<file path="config.mk">
export PLATFORM = sky130hd
export DESIGN_NAME = timer_bank_n
export DESIGN_NICKNAME = d
export VERILOG_FILES = /design/src/rtl/timer_pkg.sv /design/src/rtl/timer_chan.sv /design/src/rtl/timer_bank_n.sv
export SDC_FILE = /design/constraint.sdc
export NUM_CORES = 1
export LEC_CHECK = 0
export ABC_AREA = 1
export BUFFER_PORTS_ARGS = -buffer_cell sky130_fd_sc_hd__buf_2
export CAP_MARGIN = 20
export CORE_MARGIN = 1
export CORE_UTILIZATION = 56
export CTS_CLUSTER_DIAMETER = 80
export DETAILED_ROUTE_END_ITERATION = 6
export PLACE_DENSITY = 0.85
export SLEW_MARGIN = 30
export SYNTH_ARGS = -nofsm -noshare
export SYNTH_HDL_FRONTEND = slang
export SYNTH_SLANG_ARGS = --single-unit
</file>
<file path="constraint.sdc">
create_clock -name i_clk_sys -period 9.65 [get_ports i_clk_sys]
set_clock_uncertainty 0.1 [all_clocks]
set_input_delay 1.4475 -clock i_clk_sys [delete_from_list [all_inputs] [get_ports i_clk_sys]]
set_output_delay 1.4475 -clock i_clk_sys [all_outputs]
set_load 0.01 [all_outputs]
</file>
<file path="src/rtl/timer_pkg.sv">
// Shared definitions for the N-channel timer bank: register map, TCR/TCSR
// bit positions, clear-on-compare selector and reset values.
package timer_pkg;

  localparam logic [2:0] OFF_TCNT  = 3'd0;
  localparam logic [2:0] OFF_TCORA = 3'd1;
  localparam logic [2:0] OFF_TCORB = 3'd2;
  localparam logic [2:0] OFF_TCR   = 3'd3;
  localparam logic [2:0] OFF_TCSR  = 3'd4;

  localparam int TCR_CMIEA   = 0;
  localparam int TCR_CMIEB   = 1;
  localparam int TCR_OVIE    = 2;
  localparam int TCR_CCLR_LO = 3;
  localparam int TCR_CASC    = 5;
  localparam int TCR_ONESHOT = 6;
  localparam int TCR_RUN     = 7;

  localparam int TCSR_CMFA = 0;
  localparam int TCSR_CMFB = 1;
  localparam int TCSR_OVF  = 2;

  localparam logic [7:0] TCR_RST  = 8'h00;
  localparam logic [2:0] TCSR_RST = 3'b000;

  typedef enum logic [1:0] {
    CCLR_NONE = 2'b00,
    CCLR_A    = 2'b01,
    CCLR_B    = 2'b10
  } cclr_e;

  // Encoding 2'b11 is reserved and behaves as "no clear".
  function automatic cclr_e decode_cclr(input logic [1:0] field);
    cclr_e sel;
    case (field)
      2'b01:   sel = CCLR_A;
      2'b10:   sel = CCLR_B;
      default: sel = CCLR_NONE;
    endcase
    return sel;
  endfunction

endpackage

</file>
<file path="src/rtl/timer_chan.sv">
// One timer channel: counter, two compare registers, control/status
// registers, event pulses and the cascade overflow tap.
module timer_chan
  import timer_pkg::*;
#(
  parameter int CNT_W   = 16,
  parameter bit CASC_EN = 1'b1
) (
  input  logic             clk,
  input  logic             rst,
  input  logic             wr_en,
  input  logic [2:0]       wr_off,
  input  logic [CNT_W-1:0] wr_data,
  input  logic             tick,
  input  logic             casc_in,
  output logic             ovf_evt,
  output logic [CNT_W-1:0] tcnt,
  output logic [CNT_W-1:0] tcora,
  output logic [CNT_W-1:0] tcorb,
  output logic [7:0]       tcr,
  output logic [2:0]       tcsr,
  output logic             cma,
  output logic             cmb,
  output logic             ovf,
  output logic             irq
);

  logic [CNT_W-1:0] tcnt_r, tcora_r, tcorb_r;
  logic [7:0]       tcr_r;
  logic [2:0]       tcsr_r;
  logic             cma_r, cmb_r, ovf_r;

  logic  wr_tcnt_s, eff_tick_s, count_s, match_a_s, match_b_s, clr_s, ovf_s;
  logic  [2:0] w1c_s;
  cclr_e cclr_s;

  // Event evaluation on the pre-edge counter value; a TCNT write swallows the tick.
  always_comb begin
    wr_tcnt_s  = wr_en && (wr_off == OFF_TCNT);
    eff_tick_s = (CASC_EN && tcr_r[TCR_CASC]) ? casc_in : tick;
    count_s    = tcr_r[TCR_RUN] && eff_tick_s && !wr_tcnt_s;
    match_a_s  = count_s && (tcnt_r == tcora_r);
    match_b_s  = count_s && (tcnt_r == tcorb_r);
    cclr_s     = decode_cclr(tcr_r[TCR_CCLR_LO+1:TCR_CCLR_LO]);
    clr_s      = ((cclr_s == CCLR_A) && match_a_s) || ((cclr_s == CCLR_B) && match_b_s);
    ovf_s      = count_s && (tcnt_r == {CNT_W{1'b1}}) && !clr_s;
    w1c_s      = (wr_en && (wr_off == OFF_TCSR)) ? wr_data[2:0] : 3'b000;
  end

  // Channel register state and registered event pulses.
  always_ff @(posedge clk or posedge rst) begin
    if (rst) begin
      tcnt_r  <= {CNT_W{1'b0}};
      tcora_r <= {CNT_W{1'b1}};
      tcorb_r <= {CNT_W{1'b1}};
      tcr_r   <= TCR_RST;
      tcsr_r  <= TCSR_RST;
      cma_r   <= 1'b0;
      cmb_r   <= 1'b0;
      ovf_r   <= 1'b0;
    end else begin
      if (wr_tcnt_s) begin
        tcnt_r <= wr_data;
      end else if (count_s) begin
        tcnt_r <= clr_s ? {CNT_W{1'b0}} : tcnt_r + CNT_W'(1'b1);
      end
      if (wr_en && (wr_off == OFF_TCORA)) tcora_r <= wr_data;
      if (wr_en && (wr_off == OFF_TCORB)) tcorb_r <= wr_data;
      // A bus write to TCR overrides the one-shot RUN clear.
      if (wr_en && (wr_off == OFF_TCR)) begin
        tcr_r <= wr_data[7:0];
      end else if (tcr_r[TCR_ONESHOT] && match_a_s) begin
        tcr_r[TCR_RUN] <= 1'b0;
      end
      tcsr_r <= (tcsr_r & ~w1c_s) | {ovf_s, match_b_s, match_a_s};
      cma_r  <= match_a_s;
      cmb_r  <= match_b_s;
      ovf_r  <= ovf_s;
    end
  end

  assign ovf_evt = ovf_s;
  assign tcnt    = tcnt_r;
  assign tcora   = tcora_r;
  assign tcorb   = tcorb_r;
  assign tcr     = tcr_r;
  assign tcsr    = tcsr_r;
  assign cma     = cma_r;
  assign cmb     = cmb_r;
  assign ovf     = ovf_r;
  // Flag and enable bits share positions 0..2, so a bitwise AND pairs them.
  assign irq     = |(tcsr_r & tcr_r[2:0]);

endmodule

</file>
<file path="src/rtl/timer_bank_n.sv">
// N-channel timer register bank: address decode, cascade wiring and the
// registered read path in front of the per-channel timer cores.
module timer_bank_n
  import timer_pkg::*;
#(
  parameter int N_CH   = 4,
  parameter int CNT_W  = 16,
  parameter int BUS_W  = 32,
  parameter int ADDR_W = 8
) (
  input  logic              i_clk_sys,
  input  logic              i_rst,
  input  logic              i_wren,
  input  logic              i_rden,
  input  logic [ADDR_W-1:0] i_addr,
  input  logic [BUS_W-1:0]  i_wdata,
  input  logic [N_CH-1:0]   i_tick,
  output logic [BUS_W-1:0]  o_rdata,
  output logic              o_rvalid,
  output logic [N_CH-1:0]   o_cma,
  output logic [N_CH-1:0]   o_cmb,
  output logic [N_CH-1:0]   o_ovf,
  output logic [N_CH-1:0]   o_irq
);

  localparam int CH_W = ADDR_W - 3;

  logic [CH_W-1:0]  chan_s;
  logic [2:0]       off_s;
  logic [BUS_W-1:0] rd_val_a [N_CH];
  logic [BUS_W-1:0] rd_mux_s;
  logic [BUS_W-1:0] rdata_r;
  logic             rvalid_r;

  assign chan_s = i_addr[ADDR_W-1:3];
  assign off_s  = i_addr[2:0];

  function automatic logic [BUS_W-1:0] sel_reg(
    input logic [2:0]       off,
    input logic [CNT_W-1:0] cnt,
    input logic [CNT_W-1:0] cora,
    input logic [CNT_W-1:0] corb,
    input logic [7:0]       ctl,
    input logic [2:0]       sts
  );
    logic [BUS_W-1:0] val;
    case (off)
      OFF_TCNT:  val = BUS_W'(cnt);
      OFF_TCORA: val = BUS_W'(cora);
      OFF_TCORB: val = BUS_W'(corb);
      OFF_TCR:   val = BUS_W'(ctl);
      OFF_TCSR:  val = BUS_W'(sts);
      default:   val = {BUS_W{1'b0}};
    endcase
    return val;
  endfunction

  for (genvar k = 0; k < N_CH; k++) begin : gen_ch
    logic             wr_s, casc_s, ovf_evt_s;
    logic [CNT_W-1:0] tcnt_s, tcora_s, tcorb_s;
    logic [7:0]       tcr_s;
    logic [2:0]       tcsr_s;

    assign wr_s = i_wren && (chan_s == CH_W'(k));

    // Cascade is a same-cycle combinational chain from the lower channel.
    if (k == 0) begin : g_head
      assign casc_s = 1'b0;
    end else begin : g_link
      assign casc_s = gen_ch[k-1].ovf_evt_s;
    end

    timer_chan #(
      .CNT_W   (CNT_W),
      .CASC_EN (k != 0)
    ) u_chan (
      .clk     (i_clk_sys),
      .rst     (i_rst),
      .wr_en   (wr_s),
      .wr_off  (off_s),
      .wr_data (i_wdata[CNT_W-1:0]),
      .tick    (i_tick[k]),
      .casc_in (casc_s),
      .ovf_evt (ovf_evt_s),
      .tcnt    (tcnt_s),
      .tcora   (tcora_s),
      .tcorb   (tcorb_s),
      .tcr     (tcr_s),
      .tcsr    (tcsr_s),
      .cma     (o_cma[k]),
      .cmb     (o_cmb[k]),
      .ovf     (o_ovf[k]),
      .irq     (o_irq[k])
    );

    assign rd_val_a[k] = sel_reg(off_s, tcnt_s, tcora_s, tcorb_s, tcr_s, tcsr_s);
  end

  if (BUS_W > CNT_W) begin : g_pad
    logic unused_s;
    assign unused_s = ^i_wdata[BUS_W-1:CNT_W];
  end

  // Channel select for reads; channels beyond N_CH fall through to zero.
  always_comb begin
    rd_mux_s = {BUS_W{1'b0}};
    for (int k = 0; k < N_CH; k++) begin
      rd_mux_s = rd_mux_s | ((chan_s == CH_W'(k)) ? rd_val_a[k] : {BUS_W{1'b0}});
    end
  end

  // Registered read port capturing pre-edge register contents.
  always_ff @(posedge i_clk_sys or posedge i_rst) begin
    if (i_rst) begin
      rdata_r  <= {BUS_W{1'b0}};
      rvalid_r <= 1'b0;
    end else begin
      rvalid_r <= i_rden;
      if (i_rden) rdata_r <= rd_mux_s;
    end
  end

  assign o_rdata  = rdata_r;
  assign o_rvalid = rvalid_r;

endmodule

</file>
==> impl_metrics.env, run 1 <==
export IMPL_gp_congestion=0.9861
export IMPL_first_pass_iters=6
export IMPL_top_usage_layer="met2"
export IMPL_drtIter0Drc=1673
export IMPL_synthTopCellsByArea="dfrtp_1 (22%), dfstp_2 (22%), nand2_1 (13%), o21ai_0 (6.9%), inv_1 (5.3%)"
export IMPL_grtUsageMet1=0.4462
export IMPL_fin_crit_ns=5.379
export IMPL_yosys_top_cells_count="nand2_1 (540), inv_1 (217), o21ai_0 (213)"
export IMPL_clk_latency_ns=0.56
export IMPL_cp_top_family="simple AND/OR/NAND/NOR gates"
export IMPL_drc=0
export IMPL_critPathMaxFanout=17
export IMPL_vias_per_cell=6.122
export IMPL_final_util=0.6169
export IMPL_netlist_area_leader_share=0.2232
export IMPL_clk_path_buf_depth=3
export IMPL_ioPinCount=97
export IMPL_grt_pass1_wl_mm=73.59
export IMPL_timing_critical_path_mode_cell="nand2_1"
export IMPL_synth_cell_type_count=50
export IMPL_post_dp_hpwl_mm=31.55
export IMPL_grtUsageMet3=0.08674
export IMPL_crit_required_ns=9.97
export IMPL_stdcell_count=2312
export IMPL_max_stage_delay_ns=0.45
export IMPL_cp_num_buf_inv=3
export IMPL_clkSinkCount=265
export IMPL_crit_path_cell_trace="buf_2, nor2_2, nand2_1, nor3_4, inv_1, nor2_4, nand2_1, inv_1, nor2_4, nand3_1, nand3_2, a21oi_2, nand2_2, nor2_2, nand3_2, a21oi_2, nand4_2, nand3_1, nand2_1"
export IMPL_cts_tree="yes"
export IMPL_crit_cells=19
export IMPL_synth_cells=1965
export IMPL_use_met2=0.5120
export IMPL_asyncSetResetFlopFracSynth=1.000
export IMPL_avgSynthCellArea_um2=7.816
export IMPL_irDropWorstVdd_uv=132.2
export IMPL_cpMaxStageDelayCell="inv_1"
export IMPL_synth_seq_cells=265
export IMPL_layout_drive_gt1_share=0.1542
export IMPL_start_kind="primary input"
export IMPL_synth_edff_count=0
export IMPL_port_buffers=64
export IMPL_ant_nets=0
export IMPL_hold_path_depth=2
export IMPL_die_w_um=167.6
export IMPL_worstSetupEndpointType="flop"
export IMPL_num_antenna_cells=0
export IMPL_nNetsFinal=2001
export IMPL_cts_resized=0
export IMPL_worstPathArrival_ns=5.70
export IMPL_syn_area_mm2=0.01536
export IMPL_cts_root_buf="clkbuf_16"
export IMPL_period_share=0.5574
export IMPL_yosysWarnings=0
export IMPL_htreeDepth=1
export IMPL_yosysTopAreaCell="dfrtp_1"
export IMPL_rsz0062_at_grt="false"
export IMPL_grt_pass1_vias=13290
export IMPL_ctsHoldBuffers=0
export IMPL_overflow=0
export IMPL_grtUsageTotal=0.3378
export IMPL_hp_class="flop to flop"
export IMPL_grt_max_degree=158
export IMPL_synth_most_common_cell="nand2_1"
export IMPL_cellPowerDensity_mw_per_mm2=209.3
export IMPL_setup_tns_ns=0
export IMPL_hold_viol_final=0
export IMPL_dieArea_mm2=0.02809
export IMPL_worst_pin_slew_ns=0.9572
export IMPL_post_cts_setup_buffer_count=0
export IMPL_clk_pin_slew_worst_paths_ns=0.06
export IMPL_syn_to_final_growth_pct=8.252
export IMPL_dp_cells=2259
export IMPL_synth_seq_area_share=0.4422
export IMPL_reg2reg_depth=20
export IMPL_row_count=60
export IMPL_core_area_mm2=0.02695
export IMPL_vias=14160
export IMPL_drt_wl_total_mm=47.19
export IMPL_power_leakage_uw=0.007066
export IMPL_initial_core_util=0.5699
export IMPL_cts_buffers=29
export IMPL_crit_type="primary input to flop"
export IMPL_timing_fmax_ghz=0.1859
export IMPL_wl_per_cell_um=20.41
export IMPL_synthFlopType="dfrtp_1"
export IMPL_slew_headroom=0.3603
export IMPL_drv_cap=0
export IMPL_status="finished clean"
export IMPL_die_y_um=167.6
export IMPL_grt_antenna_before_repair=0
export IMPL_finalSetupViolCount=0
export IMPL_final_max_slew_viol_count=0
[placed cells by master, fill, tap and decap left out, types with 5 or more instances in the layout]
| master | n |
|---|---|
| nor2_1 | 111 |
| nand4_1 | 31 |
| a21oi_1 | 40 |
| buf_2 | 64 |
| nor3_1 | 24 |
| xnor2_1 | 54 |
| clkbuf_8 | 7 |
| nor2_4 | 5 |
| clkbuf_16 | 29 |
| a221oi_1 | 15 |
| buf_4 | 8 |
| o221ai_1 | 55 |
| nand3_1 | 59 |
| o22ai_1 | 27 |
| dfstp_2 | 128 |
| o211ai_1 | 7 |
| dfrtp_1 | 137 |
| nand2_2 | 14 |
| conb_1 | 16 |
| nor4_1 | 14 |
| o21ai_0 | 213 |
| clkbuf_1 | 6 |
| nand3_2 | 6 |
| a22o_1 | 7 |
| xor2_1 | 63 |
| o2111ai_1 | 9 |
| nand2_1 | 533 |
| mux2_2 | 11 |
| inv_1 | 216 |
| clkinv_2 | 5 |
[worst register-to-register path, stage by stage (launching register included)]
cell     delay, ns
dfrtp_1       0.41
ha_1          0.22
nand3_2       0.13
nor3_2        0.21
nand2_2       0.12
nor2_4        0.14
nand3_2       0.11
nor2_2        0.10
nand3_2       0.21
a21oi_4       0.23
nand2_2       0.11
nor2_2        0.12
nand3_2       0.22
a21oi_2       0.25
nand2_2       0.08
nor2_2        0.10
nand3_2       0.19
a21oi_2       0.24
nand4_2       0.42
nand3_1       0.32
nand2_1       0.07
[cell type report]
| cell class | instances | area (µm²) |
|---|---|---|
| repair buffers | 73 | 400.4 |
| flip-flops and latches | 265 | 6792 |
| inverters | 222 | 840.8 |
| clock buffers | 42 | 844.6 |
| multi-input cells | 1358 | 7161 |
| fillers | 2245 | 10320 |
| well taps | 341 | 426.7 |
| clock inverters | 11 | 161.4 |
[metal layers]
layer	vias up	wire (µm)
met2	840	20680
met5	-	0
met3	172	5712
li1	6397	-
met1	6746	18290
met4	0	2504
[through the flow]
step | area, µm² | setup slack (ns) | power, µW | hold WS [ns]
6_report | 16630 | 4.271 | 3480 | 0.3912
5_1_grt | 16630 | 4.041 | 3632 | 0.4073
4_1_cts | 16610 | 4.478 | 3465 | 0.3903
3_5_place_dp | 15600 | 3.906 | 2290 | 0.3749
3_3_place_gp | 15600 | 4.026 | 2253 | 0.3743
2_1_floorplan | 15410 | 1.017 | 2086 | 0.3540
[power by group]
part	leakage [µW]	switching, µW	internal [µW]	total [µW]
Sequential	0.00309	218	1280	1490
Combinational	0.00348	494	320	814
Clock	0.000495	462	711	1170
[logic make-up after synthesis]
kind of cell               share of synthesized area
and+or+nand+nor                               0.2241
xor gates and xnor gates                     0.06672
buffers and inverters                        0.09735
AOI/OAI and AO/OA                             0.1580
adders and majority gates                   0.003259
DFF                                           0.4422
muxes                                       0.008065
other                                      0.0002442
[registers in the layout, summed over array words and instances, names as in the netlist]
name                 flops
gen_ch.u_chan.tcr       32
gen_ch.u_chan.tcora     64
gen_ch.u_chan.tcsr      12
gen_ch.u_chan.cmb        4
gen_ch.u_chan.ovf        4
gen_ch.u_chan.cma        4
o_rdata                 16
gen_ch.u_chan.tcnt      64
gen_ch.u_chan.tcorb     64
o_rvalid                 1
[path summary, 6_finish.rpt]
| kind | end | startpoint | slack, ns |
|---|---|---|---|
| max | gen_ch[3].u_chan.tcsr[2] | i_addr[6] | 4.27 |
| min | gen_ch[0].u_chan.tcr[5] | gen_ch[0].u_chan.tcr[5] | 0.39 |
| max reg2reg | gen_ch[3].u_chan.tcsr[2] | gen_ch[0].u_chan.tcnt[1] | 5.41 |
| min reg2reg | gen_ch[0].u_chan.tcr[5] | gen_ch[0].u_chan.tcr[5] | 0.39 |
| max in group asynchronous | gen_ch[3].u_chan.tcnt[14] | i_rst | 7.23 |
| min in group asynchronous | gen_ch[0].u_chan.tcr[4] | i_rst | 0.91 |
Power figures use the tool's default switching activity.
==> inputs of run 2 (changes only) <==
Settings changed: PLACE_DENSITY 0.85 to 0.88.
Clock period 9.65 ns to 4.5 ns, I/O delays scaled along.
==> impl_metrics.env, run 2 (same netlist as run 1, synthesis figures left out) <==
export IMPL_status="finished clean"
export IMPL_irDropWorstVdd_uv=314.4
export IMPL_clk_path_buf_depth=3
export IMPL_ctsHoldBuffers=0
export IMPL_htreeDepth=1
export IMPL_ioPinCount=97
export IMPL_setup_slack_ns=0.5248
export IMPL_critPathMaxFanout=9
export IMPL_crit_start="gen_ch[0].u_chan.tcnt[0]"
export IMPL_drt_wl_total_mm=48.24
export IMPL_period_share=0.8834
export IMPL_final_common_cell="nand2_1"
export IMPL_initial_core_util=0.5699
export IMPL_finalSetupViolCount=0
export IMPL_crit_type="flop to flop"
export IMPL_grt_antenna_before_repair=0
export IMPL_cp_top_family="simple AND/OR/NAND/NOR gates"
export IMPL_grtUsageTotal=0.3431
export IMPL_drv_cap=0
export IMPL_drtIter0Drc=2052
export IMPL_reg2reg_from="gen_ch[0].u_chan.tcnt[0]"
export IMPL_clk_pin_slew_worst_paths_ns=0.06
export IMPL_multi_input_area_mm2=0.007163
export IMPL_hold_viol_final=0
export IMPL_grt_pass1_vias=13600
export IMPL_layout_drive_gt1_share=0.1562
export IMPL_dieArea_mm2=0.02809
export IMPL_setup_tns_ns=0
export IMPL_rsz0062_at_grt="false"
export IMPL_die_w_um=167.6
export IMPL_worstSetupEndpointType="flop"
export IMPL_drc=0
export IMPL_slew_headroom=0.3280
export IMPL_wl_met3_mm=6.252
export IMPL_cpMaxStageDelayCell="dfrtp_1"
export IMPL_overflow=0
export IMPL_clkSinkCount=265
export IMPL_pre_cts_slack_ns=0.3365
export IMPL_worstPathArrival_ns=4.34
export IMPL_max_stage_delay_ns=0.41
export IMPL_start_kind="flop"
export IMPL_final_cell_mix="nand2_1 (532), inv_1 (216), o21ai_0 (213)"
export IMPL_final_util=0.6175
export IMPL_first_pass_iters=7
export IMPL_cts_resized=0
export IMPL_ant_nets=0
export IMPL_core_area_mm2=0.02695
export IMPL_grt_max_degree=120
export IMPL_hp_class="primary input to async pin"
export IMPL_gp_congestion=0.9971
export IMPL_met1_length_mm=18.09
export IMPL_regArea_mm2=0.006792
export IMPL_port_buffers=64
export IMPL_power_leakage_uw=0.007072
export IMPL_fin_crit_ns=3.975
export IMPL_clk_latency_ns=0.58
export IMPL_wl_met2_mm=20.97
export IMPL_cts_buffers=28
export IMPL_vias_per_cell=6.172
export IMPL_timing_critical_path_mode_cell="nand3_2"
export IMPL_cts_tree="yes"
export IMPL_vias=14320
export IMPL_wl_per_cell_um=20.79
export IMPL_nNetsFinal=2008
export IMPL_fillCellCount=2294
export IMPL_row_count=60
export IMPL_worst_pin_slew_ns=1.007
export IMPL_final_max_slew_viol_count=0
export IMPL_maxUsedRoutingLayer="met4"
export IMPL_cp_num_buf_inv=1
export IMPL_grt_pass1_wl_mm=74.48
export IMPL_cts_root_buf="clkbuf_16"
export IMPL_syn_to_final_growth_pct=8.367
export IMPL_crit_required_ns=4.86
export IMPL_cellPowerDensity_mw_per_mm2=441.8
export IMPL_timing_fmax_ghz=0.2516
export IMPL_crit_path_cell_trace="ha_1, nand3_2, nor3_2, nand2_2, nor2_4, nand3_2, nor2_2, nand3_2, a21oi_4, nand2_2, nor2_2, nand3_2, a21oi_2, nand2_2, nor2_2, nand3_2, a21oi_2, nand4_2, buf_4, nand3_1, nand2_1"
export IMPL_post_dp_hpwl_mm=32.47
export IMPL_die_y_um=167.6
export IMPL_post_cts_setup_buffer_count=0
==> run 2: cell types whose count changed in the layout (fill, tap and decap cells not counted), sizes merged <==
cell,previous run,this run
diode,0,1
clkinvlp,1,2
buf,73,81
bufinv,4,3
inv,219,218
==> run 2: layer usage <==
layer / vias up / global-route usage
met5: - / 0
met4: 0 / 0.1927
met3: 207 / 0.1092
met2: 935 / 0.5145
met1: 6779 / 0.4394
li1: 6398 / -
==> run 2: worst register-to-register path, stage by stage (launching register included) <==
cell     delay [ns]
dfrtp_1        0.41
ha_1           0.23
nand3_2        0.13
nor3_2         0.18
nand2_2        0.12
nor2_4         0.14
nand3_2        0.10
nor2_2         0.10
nand3_2        0.20
a21oi_4        0.22
nand2_2        0.11
nor2_2         0.12
nand3_2        0.21
a21oi_2        0.24
nand2_2        0.08
nor2_2         0.11
nand3_2        0.18
a21oi_2        0.22
nand4_2        0.26
buf_4          0.29
nand3_1        0.10
nand2_1        0.06
==> run 2: where the power goes <==
part / internal, µW / total (µW) / switching [µW] / leakage (µW)
clock: 1400 / 2400 / 995 / 0.000461
combinational: 689 / 1750 / 1060 / 0.00352
sequential: 2730 / 3200 / 467 / 0.00309
==> run 2: final timing paths <==
| path | depth (start not counted) | slack [ns] | to |
|---|---|---|---|
| max in group asynchronous | 4 | 3.21 | gen_ch[3].u_chan.tcora[15] |
| max | 21 | 0.52 | gen_ch[3].u_chan.tcnt[8] |
| min | 3 | 0.22 | gen_ch[0].u_chan.tcnt[3] |
| min in group i_clk_sys | 3 | 0.25 | gen_ch[2].u_chan.tcnt[15] |
| max reg2reg | 21 | 0.52 | gen_ch[3].u_chan.tcnt[8] |
| min reg2reg | 2 | 0.40 | gen_ch[0].u_chan.tcora[7] |
==> run 2: area by class of cell <==
type,instances,share of cell area
clock inverter,10,0.008345
sequential,265,0.4081
timing repair buffer,81,0.02887
antenna,1,0.0001504
clock buffer,42,0.04826
inverter,222,0.05029
multi-input combinational,1358,0.4304
tap,341,0.02564
==> run 2: metrics by stage <==
step	cell area, µm²	hold slack [ns]	cells	total power [µW]
2_1_floorplan	15420	0.3540	1980	4474
3_3_place_gp	15650	0.3851	2266	4828
3_5_place_dp	15680	0.3913	2267	4912
4_1_cts	16620	0.2373	2319	7309
5_1_grt	16640	0.2630	2319	7660
6_report	16640	0.2214	2320	7354
==> inputs of run 3 (changes only) <==
Settings changed: CELL_PAD_IN_SITES_DETAIL_PLACEMENT set to 1, CELL_PAD_IN_SITES_GLOBAL_PLACEMENT set to 1, CORE_UTILIZATION 56 to 42, PLACE_DENSITY 0.88 to 0.89.
==> impl_metrics.env, run 3 (same netlist as run 1, synthesis figures left out) <==
export IMPL_status="finished, violations left"
export IMPL_violations="design-rule violations"
export IMPL_gp_congestion=0.9294
export IMPL_p_total_uw=7470
export IMPL_irDropWorstVdd_uv=317.4
export IMPL_period_share=0.9153
export IMPL_die_y_um=193.2
export IMPL_grtUsageTotal=0.3040
export IMPL_critPathMaxFanout=11
export IMPL_final_common_cell="nand2_1"
export IMPL_cts_root_buf="clkbuf_16"
export IMPL_clkSinkCount=265
export IMPL_row_count=69
export IMPL_start_kind="flop"
export IMPL_port_buffers=64
export IMPL_core_area_mm2=0.03574
export IMPL_vias_per_cell=5.932
export IMPL_r2r_slack_ns=0.38
export IMPL_slew_headroom=0.3233
export IMPL_ioPinCount=97
export IMPL_reg2reg_from="gen_ch[0].u_chan.tcnt[0]"
export IMPL_post_cts_setup_buffer_count=0
export IMPL_drtIter0Drc=1437
export IMPL_first_pass_iters=7
export IMPL_final_util=0.4711
export IMPL_initial_core_util=0.4297
export IMPL_nNetsFinal=2016
export IMPL_post_dp_hpwl_mm=38.74
export IMPL_regArea_mm2=0.006792
export IMPL_worstPathArrival_ns=4.46
export IMPL_finalSetupViolCount=0
export IMPL_num_antenna_cells=0
export IMPL_worst_pin_slew_ns=1.009
export IMPL_final_cell_mix="nand2_1 (533), inv_1 (215), o21ai_0 (213)"
export IMPL_setup_tns_ns=0
export IMPL_dieArea_mm2=0.03734
export IMPL_crit_path_end="gen_ch[2].u_chan.tcnt[14]"
export IMPL_drc=1
export IMPL_fin_crit_ns=4.119
export IMPL_hold_viol_final=0
export IMPL_clk_pin_slew_worst_paths_ns=0.06
export IMPL_layout_drive_gt1_share=0.1585
export IMPL_final_max_slew_viol_count=0
export IMPL_cellPowerDensity_mw_per_mm2=443.6
export IMPL_rsz0062_at_grt="false"
export IMPL_fillCellCount=4432
export IMPL_ant_nets=0
export IMPL_hp_class="primary input to flop"
export IMPL_power_leakage_uw=0.007083
export IMPL_crit_start="gen_ch[0].u_chan.tcnt[0]"
export IMPL_htreeDepth=1
export IMPL_grt_antenna_before_repair=0
export IMPL_clk_latency_ns=0.58
export IMPL_clk_path_buf_depth=3
export IMPL_die_w_um=193.2
export IMPL_drv_cap=0
export IMPL_timing_fmax_ghz=0.2428
export IMPL_crit_required_ns=4.84
export IMPL_overflow=0
export IMPL_vias=14530
export IMPL_grt_pass1_vias=15300
export IMPL_reg2reg_depth=22
export IMPL_wl_per_cell_um=23.22
export IMPL_syn_to_final_growth_pct=9.629
export IMPL_multi_input_area_mm2=0.007169
export IMPL_grt_max_degree=140
export IMPL_crit_type="flop to flop"
export IMPL_r2r_end="gen_ch[2].u_chan.tcnt[14]"
export IMPL_cts_buffers=30
export IMPL_worstSetupEndpointType="flop"
export IMPL_grt_pass1_wl_mm=88.87
export IMPL_drt_wl_total_mm=56.87
export IMPL_cts_tree="yes"
## run 3: cell count changes in the layout (fill, tap and decap cells not counted), moves of 2 or more
cell       delta
clkinv_2      +2
buf_4         +5
clkbuf_16     +3
clkbuf_1      +2
bufinv_16     -3
## run 3: through the flow
step / cells / instance area (µm²) / hold slack (ns) / worst slack, ns
after floorplan: 1980 / 15420 / 0.3540 / 0.3320
after global placement: 2392 / 15860 / 0.3780 / 0.2570
after detailed placement: 2392 / 15860 / 0.3903 / 0.04216
after CTS: 2449 / 16810 / 0.2477 / 0.3479
after global routing: 2449 / 16840 / 0.2663 / 0.07148
final: 2449 / 16840 / 0.2594 / 0.3811
## run 3: worst max-delay path, stage by stage (launching register included)
cell and delay [ns]:
dfrtp_1 0.41, ha_1 0.24, nand3_2 0.16, nor3_2 0.24, nand2_2 0.13, nor2_4 0.14
nand3_2 0.11, nor2_2 0.11, nand3_2 0.18, a21oi_4 0.22, nand2_2 0.10, nor2_2 0.12
nand3_2 0.21, nand2_1 0.12, nand2_1 0.09, nor2_4 0.14, nand3_2 0.11, nand2_1 0.11
inv_1 0.07, nand2_1 0.35, inv_1 0.23, a22oi_1 0.19, o22ai_1 0.09
## run 3: how the worst min path moves through the flow
stage	slack, ns	startpoint	depth (start not counted)	end
2_1_floorplan	0.35	gen_ch[0].u_chan.tcr[5]	2	gen_ch[0].u_chan.tcr[5]
3_3_place_gp	0.38	gen_ch[0].u_chan.tcr[5]	2	gen_ch[0].u_chan.tcr[5]
3_5_place_dp	0.39	o_rdata[14]	1	o_rdata[14]
4_1_cts	0.25	i_wdata[15]	3	gen_ch[2].u_chan.tcnt[15]
5_1_grt	0.27	i_wdata[13]	3	gen_ch[1].u_chan.tcnt[13]
6_report	0.26	i_wdata[15]	3	gen_ch[2].u_chan.tcnt[15]
## run 3: layout make-up
cell class | count | area share
clock inverters | 8 | 0.002527
inverters | 222 | 0.04971
well taps | 461 | 0.03426
flip-flops and latches | 265 | 0.4034
clock buffers | 48 | 0.05343
repair buffers | 87 | 0.03091
multi-input cells | 1358 | 0.4258
## run 3: what timing repair did
action / CTS / global route
hold buffers: 1 / 0
gates resized for setup: 0 / 1
endpoints found under the hold margin: 2 / 0
endpoints found under the setup margin: 0 / 3
## run 3: routing by layer
metal | part of all wire | up-vias | wire length, µm | global-route usage
li1 | - | 6423 | - | -
met1 | 0.40 | 7292 | 22550 | 0.3790
met2 | 0.46 | 622 | 26300 | 0.4930
met3 | 0.078 | 190 | 4438 | 0.05683
met4 | 0.063 | 0 | 3580 | 0.1807
met5 | 0 | - | 0 | 0
## run 3: power breakdown
group / switching [µW] / internal (µW) / total [µW]
Sequential: 475 / 2730 / 3210
Clock: 1050 / 1360 / 2410
Combinational: 1160 / 694 / 1850
Total: 2680 / 4790 / 7470
